===== src/rtl/fu_load_multi.sv =====
// fu_load_multi: non-blocking load unit with DEPTH in-flight entries (SQ forward, D-cache, extract)
module fu_load_multi #(
    parameter int XLEN     = 32,
    parameter int DEPTH    = 4,
    parameter int SQ_IDX_W = 3,
    parameter int PR_W     = 6,
    parameter int ROB_W    = 5
) (
    input  logic                clock,
    input  logic                reset,
    input  logic                squash,
    input  logic                in_valid,
    output logic                in_ready,
    input  logic [XLEN-1:0]     in_base,
    input  logic [XLEN-1:0]     in_imm,
    input  logic [2:0]          in_funct3,
    input  logic [PR_W-1:0]     in_dest_pr,
    input  logic [ROB_W-1:0]    in_rob_entry,
    input  logic [SQ_IDX_W-1:0] in_sq_tail,
    output logic                sq_lookup_valid,
    output logic [XLEN-1:0]     sq_lookup_addr,
    output logic [SQ_IDX_W-1:0] sq_lookup_tail,
    input  logic                sq_stall,
    input  logic [3:0]          sq_usebytes,
    input  logic [XLEN-1:0]     sq_data,
    output logic                cache_rd_en,
    output logic [XLEN-1:0]     cache_addr,
    input  logic                cache_hit,
    input  logic [XLEN-1:0]     cache_data,
    output logic                cmp_valid,
    input  logic                cmp_stall,
    output logic [PR_W-1:0]     cmp_dest_pr,
    output logic [ROB_W-1:0]    cmp_rob_entry,
    output logic [XLEN-1:0]     cmp_value
);
    localparam int IW = $clog2(DEPTH);

    typedef enum logic [1:0] {FREE, SQ, CACHE, DONE} state_t;

    state_t                state      [DEPTH];
    state_t                state_next [DEPTH];
    logic [XLEN-1:0]       addr       [DEPTH];
    logic [2:0]            funct3     [DEPTH];
    logic [PR_W-1:0]       dest_pr    [DEPTH];
    logic [ROB_W-1:0]      rob_entry  [DEPTH];
    logic [SQ_IDX_W-1:0]   sq_tail    [DEPTH];
    logic [3:0]            fwd_bytes  [DEPTH];
    logic [XLEN-1:0]       data       [DEPTH];

    logic                  lock;
    logic [IW-1:0]         lock_idx;
    logic                  kill, alloc;
    logic                  free_ok, sq_ok, ca_ok, dn_ok;
    logic [IW-1:0]         free_idx, sq_idx, ca_idx, dn_idx;
    logic                  sq_go, ca_go, dn_go, sq_full;
    logic [3:0]            sq_need;
    logic [XLEN-1:0]       merged;

    function automatic logic [3:0] use_bytes(input logic [1:0] off, input logic [2:0] f3);
        case (f3)
            3'b000, 3'b100: use_bytes = 4'b0001 << off;
            3'b001, 3'b101: use_bytes = off[1] ? 4'b1100 : 4'b0011;
            3'b010:         use_bytes = 4'b1111;
            default:        use_bytes = 4'b0000;
        endcase
    endfunction

    function automatic logic [XLEN-1:0] extract(input logic [1:0] off, input logic [2:0] f3,
                                                input logic [XLEN-1:0] word);
        logic [7:0]  b;
        logic [15:0] h;
        b = word[{off, 3'b000} +: 8];
        h = off[1] ? word[16 +: 16] : word[0 +: 16];
        case (f3)
            3'b000:  extract = {{(XLEN-8){b[7]}}, b};
            3'b100:  extract = {{(XLEN-8){1'b0}}, b};
            3'b001:  extract = {{(XLEN-16){h[15]}}, h};
            3'b101:  extract = {{(XLEN-16){1'b0}}, h};
            3'b010:  extract = word;
            default: extract = '0;
        endcase
    endfunction

    // Fixed-priority pickers: lowest index per state; a stalled completion stays locked on its entry
    always_comb begin
        free_ok  = 1'b0;
        sq_ok    = 1'b0;
        ca_ok    = 1'b0;
        dn_ok    = 1'b0;
        free_idx = '0;
        sq_idx   = '0;
        ca_idx   = '0;
        dn_idx   = '0;
        for (int i = DEPTH - 1; i >= 0; i--) begin
            if (state[i] == FREE)  begin free_ok = 1'b1; free_idx = IW'(i); end
            if (state[i] == SQ)    begin sq_ok   = 1'b1; sq_idx   = IW'(i); end
            if (state[i] == CACHE) begin ca_ok   = 1'b1; ca_idx   = IW'(i); end
            if (state[i] == DONE)  begin dn_ok   = 1'b1; dn_idx   = IW'(i); end
        end
        if (lock) begin
            dn_ok  = 1'b1;
            dn_idx = lock_idx;
        end
    end

    assign kill     = squash || reset;
    assign in_ready = free_ok && !squash;
    assign alloc    = in_valid && in_ready && !reset;
    assign sq_go    = sq_ok && !kill;
    assign ca_go    = ca_ok && !kill;
    assign dn_go    = dn_ok && !kill;
    assign sq_need  = use_bytes(addr[sq_idx][1:0], funct3[sq_idx]);
    assign sq_full  = (sq_need & sq_usebytes) == sq_need;

    // Cache-hit merge: forwarded store bytes override the cache line bytes
    always_comb begin
        merged = cache_data;
        for (int b = 0; b < 4; b++)
            merged[8*b +: 8] = fwd_bytes[ca_idx][b] ? data[ca_idx][8*b +: 8] : cache_data[8*b +: 8];
    end

    // Per-entry next state; at most one advance per entry since each entry sits in one stage
    always_comb begin
        for (int i = 0; i < DEPTH; i++)
            state_next[i] = kill ? FREE : state[i];
        if (alloc)
            state_next[free_idx] = SQ;
        if (sq_go && !sq_stall)
            state_next[sq_idx] = sq_full ? DONE : CACHE;
        if (ca_go && cache_hit)
            state_next[ca_idx] = DONE;
        if (dn_go && !cmp_stall)
            state_next[dn_idx] = FREE;
    end

    // Entry state register
    always_ff @(posedge clock) begin
        if (reset) begin
            for (int i = 0; i < DEPTH; i++)
                state[i] <= FREE;
        end else begin
            for (int i = 0; i < DEPTH; i++)
                state[i] <= state_next[i];
        end
    end

    // Entry payload: captured at allocate, updated by SQ response and cache hit
    always_ff @(posedge clock) begin
        if (alloc) begin
            addr[free_idx]      <= in_base + in_imm;
            funct3[free_idx]    <= in_funct3;
            dest_pr[free_idx]   <= in_dest_pr;
            rob_entry[free_idx] <= in_rob_entry;
            sq_tail[free_idx]   <= in_sq_tail;
            fwd_bytes[free_idx] <= '0;
        end
        if (sq_go && !sq_stall) begin
            fwd_bytes[sq_idx] <= sq_usebytes;
            data[sq_idx]      <= sq_data;
        end
        if (ca_go && cache_hit)
            data[ca_idx] <= merged;
    end

    // Completion lock keeps cmp_* pinned to one entry while the complete stage stalls
    always_ff @(posedge clock) begin
        if (kill) begin
            lock <= 1'b0;
        end else begin
            lock     <= dn_go && cmp_stall;
            lock_idx <= dn_idx;
        end
    end

    assign sq_lookup_valid = sq_go;
    assign sq_lookup_addr  = sq_go ? {addr[sq_idx][XLEN-1:2], 2'b00} : '0;
    assign sq_lookup_tail  = sq_go ? sq_tail[sq_idx] : '0;
    assign cache_rd_en     = ca_go;
    assign cache_addr      = ca_go ? {addr[ca_idx][XLEN-1:2], 2'b00} : '0;
    assign cmp_valid       = dn_go;
    assign cmp_dest_pr     = dn_go ? dest_pr[dn_idx] : '0;
    assign cmp_rob_entry   = dn_go ? rob_entry[dn_idx] : '0;
    assign cmp_value       = dn_go ? extract(addr[dn_idx][1:0], funct3[dn_idx], data[dn_idx]) : '0;
endmodule


===== config.mk =====
export PLATFORM = sky130hd
export DESIGN_NAME = fu_load_multi
export DESIGN_NICKNAME = d
export VERILOG_FILES = /design/src/rtl/fu_load_multi.sv
export SDC_FILE = /design/constraint.sdc
export NUM_CORES = 1
export LEC_CHECK = 0
export CELL_PAD_IN_SITES_DETAIL_PLACEMENT = 0
export CELL_PAD_IN_SITES_GLOBAL_PLACEMENT = 1
export CORE_MARGIN = 2
export CORE_UTILIZATION = 50
export CTS_BUF_LIST = sky130_fd_sc_hd__clkbuf_8
export DETAILED_ROUTE_END_ITERATION = 7
export MAX_ROUTING_LAYER = met4
export PLACE_DENSITY_LB_ADDON = 0.1
export SLEW_MARGIN = 20
export SYNTH_ARGS = -nofsm -noshare
export SYNTH_HDL_FRONTEND = slang
export SYNTH_SLANG_ARGS = --single-unit

===== constraint.sdc =====
create_clock -name clock -period 21.1 [get_ports clock]
set_input_delay 4.22 -clock clock [delete_from_list [all_inputs] [get_ports clock]]
set_output_delay 4.22 -clock clock [all_outputs]
set_load 0.02 [all_outputs]

==> flow_metrics.py <==
metrics = {
    "placed_design": {
        "place_ws_ns": 9.531,
        "dp.final_hpwl_um": 33450,
        "gp_congestion": 0.8886,
        "portBuffers": 265,
    },
    "synthesis": {
        "ys_ff_latch": 351,
        "synth_cells": 1380,
        "syn_avg_cell_area_sq_um": 13.43,
        "syn_area_sq_um": 18540,
        "ys_types": 75,
        "seq_area_frac_synth_pct": 56.37,
        "synth_warnings": 0,
        "synth_flop_cell": "edfxtp_1",
        "synth_enable_flop_cells": 342,
        "synth-async-reset-ratio_pct": 0,
    },
    "routing": {
        "dr.pass1.iters": 5,
        "wl_per_cell_um": 22.59,
        "routed_wl_um": 48960,
        "via_count": 12990,
        "vias_per_cell": 5.992,
        "drcViolationCount": 0,
        "ant_nets": 0,
        "drtIter0Drc": 1114,
    },
    "sta": {
        "hold-worst-slack_ns": 0.6316,
        "drv_slew": 0,
        "tns_ns": 0,
        "setup_slack_ns": 9.547,
        "slew-limit-headroom_pct": 29.57,
        "setup_viol": 0,
        "final_hold_viol_count": 0,
        "grt_setup_unrepaired": "no",
        "max_freq_ghz": 0.08656,
        "finClkSkew_ns": 0.02137,
        "period_minus_slack_ns": 11.55,
        "worstMarginPinSlew_ns": 1.055,
        "period_share_pct": 54.75,
    },
    "finish": {
        "fin_util_pct": 62.52,
        "area_growth_pct": 23.18,
        "drive_above_1_share_pct": 20.02,
        "multi_input_area_sq_um": 7759,
        "layout_commonest_cell": "edfxtp_1",
        "seq_area_sq_um": 10450,
        "nFillCells": 2854,
        "layout.nets": 1842,
        "final_cell_mix": "342 x edfxtp_1, 265 x clkdlybuf4s50_1, 157 x nand2_1, 126 x mux2_2, 72 x a21oi_1",
    },
    "worst_setup_path": {
        "startpoint_type": "input pin",
        "end_kind": "primary output",
        "rr_startpoint": "state[0][1]$_SDFF_PP0_",
        "worst-path-max-fanout": 16,
        "worstPathRequired_ns": 16.88,
        "reg2reg_slack_ns": 16.54,
        "worst-setup-path-type": "input pin to primary output",
        "arrival_ns": 7.33,
        "critPathLaunch": "reset",
        "r2r_cells": 7,
        "r2r-end": "data[1][29]$_DFFE_PP_",
    },
    "power_and_ir_drop": {
        "p_leak_nw": 7.554,
        "ir_drop_mv": 0.04139,
        "p_per_area_nw_per_um2": 66.36,
    },
    "hold_path": {
        "hold_path_class": "register to register",
        "min_path_cells": 2,
        "hold_end": "state[2][1]$_SDFF_PP0_",
        "min_from": "state[2][1]$_SDFF_PP0_",
    },
    "global_route": {
        "track_usage_pct": 25.85,
        "antenna_found_initial": 1,
        "grt_busiest_layer": "met2",
        "grt_remaining_overflow": 0,
        "grt_start_max_net_pins": 41,
        "grt_pass1_wl_um": 73880,
        "met3_usage_pct": 4.552,
        "gr-usage-met1_pct": 31.92,
        "use_met2_pct": 43.89,
        "grt_pass1_vias": 13200,
    },
    "cts": {
        "cts_sinks": 351,
        "cts.htree.levels": 2,
        "root_buffer": "clkbuf_8",
        "cts_tree": "yes",
        "clock_latency_ns": 0.61,
        "cts_buffer_depth": 3,
        "cts_resized": 0,
        "numCtsBuffers": 56,
        "clkTransAtPathRegs_ns": 0.06,
        "cts_setup_buffers": 0,
        "ctsHoldBuffers": 0,
    },
    "run": {
        "cap_violations": 0,
    },
    "die": {
        "initial_utilization_pct": 50.76,
        "dieArea_sq_um": 38630,
        "rows": 70,
        "io_pins": 270,
        "fp.dieH_um": 196.6,
        "core_area_sq_um": 36520,
        "die_w_um": 196.6,
    },
    "outcome": {
        "outcome": "finished, final reports clean",
    },
}
## sequential cells by signal, indices dropped and copies added, names as in the netlist
register   cells
sq_tail       12
lock           1
funct3        12
state          8
fwd_bytes     16
lock_idx       2
rob_entry     20
data         128
dest_pr       24
addr         128
## worst max-delay path, stage by stage
cell and delay (ns):
clkdlybuf4s50_1 0.49, or2_2 0.41, a21oi_1 0.38, o21a_1 0.34, nand2_1 0.51, a21oi_1 0.33
clkdlybuf4s50_1 0.64
## area by class of cell
type | instances | area share (%)
antenna | 1 | 0.01096
timing repair buffer | 290 | 12.44
multi-input combinational | 938 | 33.98
clock buffer | 57 | 3.435
tap | 468 | 2.564
clock inverter | 45 | 1.534
sequential | 351 | 45.76
inverter | 17 | 0.2794
## logic make-up (layout without fill, tap and decap cells)
group                      Yosys count  count (layout)  synth area share [%]
xor gates and xnor gates            26              26                 1.228
AOI/OAI and AO/OA                  289             289                 10.56
adders and majority gates           32              32                 2.200
buffers and inverters               94             409                 2.295
muxes                              217             217                 17.32
other                                1               5               0.02023
and+or+nand+nor                    370             370                 10.01
DFF                                351             351                 56.37
## synthesized netlist by cell type (8+ instances only)
| cell type | instances | area [sq um] |
|---|---|---|
| a21oi_2 | 11 | 96.34 |
| ha_1 | 31 | 387.9 |
| dfxtp_1 | 9 | 180.2 |
| nor2b_1 | 16 | 100.1 |
| a211oi_1 | 10 | 75.07 |
| o21a_1 | 11 | 82.58 |
| nand2b_1 | 18 | 112.6 |
| mux2i_1 | 16 | 160.2 |
| inv_1 | 16 | 60.06 |
| clkbuf_1 | 41 | 153.9 |
| nor3_1 | 19 | 95.09 |
| a21oi_1 | 73 | 365.4 |
| xor2_1 | 9 | 78.83 |
| nand3_1 | 12 | 60.06 |
| nor2_1 | 39 | 146.4 |
| nand2_1 | 157 | 589.3 |
| o221ai_1 | 8 | 70.07 |
| and2_1 | 69 | 431.7 |
| xnor2_1 | 17 | 148.9 |
| o21ai_0 | 36 | 180.2 |
| or2_2 | 11 | 68.82 |
| mux4_2 | 69 | 1554 |
| o22ai_1 | 35 | 219.0 |
| a311oi_1 | 32 | 280.3 |
| a31oi_1 | 14 | 87.58 |
| edfxtp_1 | 342 | 10270 |
| buf_2 | 27 | 135.1 |
| mux2_2 | 126 | 1419 |
## where the power goes
part	switching [W]	total [W]	internal [W]
clock	0.000268	0.000594	0.000325
sequential	0.00000234	0.000786	0.000783
combinational	0.0000703	0.000136	0.0000658
total	0.000341	0.00152	0.00117
## through the flow
step                      total power (W)  area [sq um]  instances
after detailed placement        0.0009352         21690       2064
after global routing             0.001567         22840       2167
after CTS                        0.001525         22830       2166
after floorplan                 0.0008757         18550       1383
final                            0.001515         22840       2167
after global placement          0.0009317         21690       2064
## worst max-delay path by stage
stage                                          to  slack (ns)  cells past startpoint
floorplan           fwd_bytes[3][0]$_SDFFCE_PN0P_       10.27                      7
global placement                    cmp_value[20]        9.66                      7
detailed placement                  cmp_value[31]        9.53                      7
CTS                                 cmp_value[31]        9.52                      7
global route                        cmp_value[31]        9.33                      7
finish                              cmp_value[31]        9.55                      7
## layer usage
metal	up-vias	wire length (um)
met4	0	1040
met2	524	24870
met3	80	3395
li1	5974	-
met5	-	0
met1	6407	19650
(Power assumes the default switching activity.)
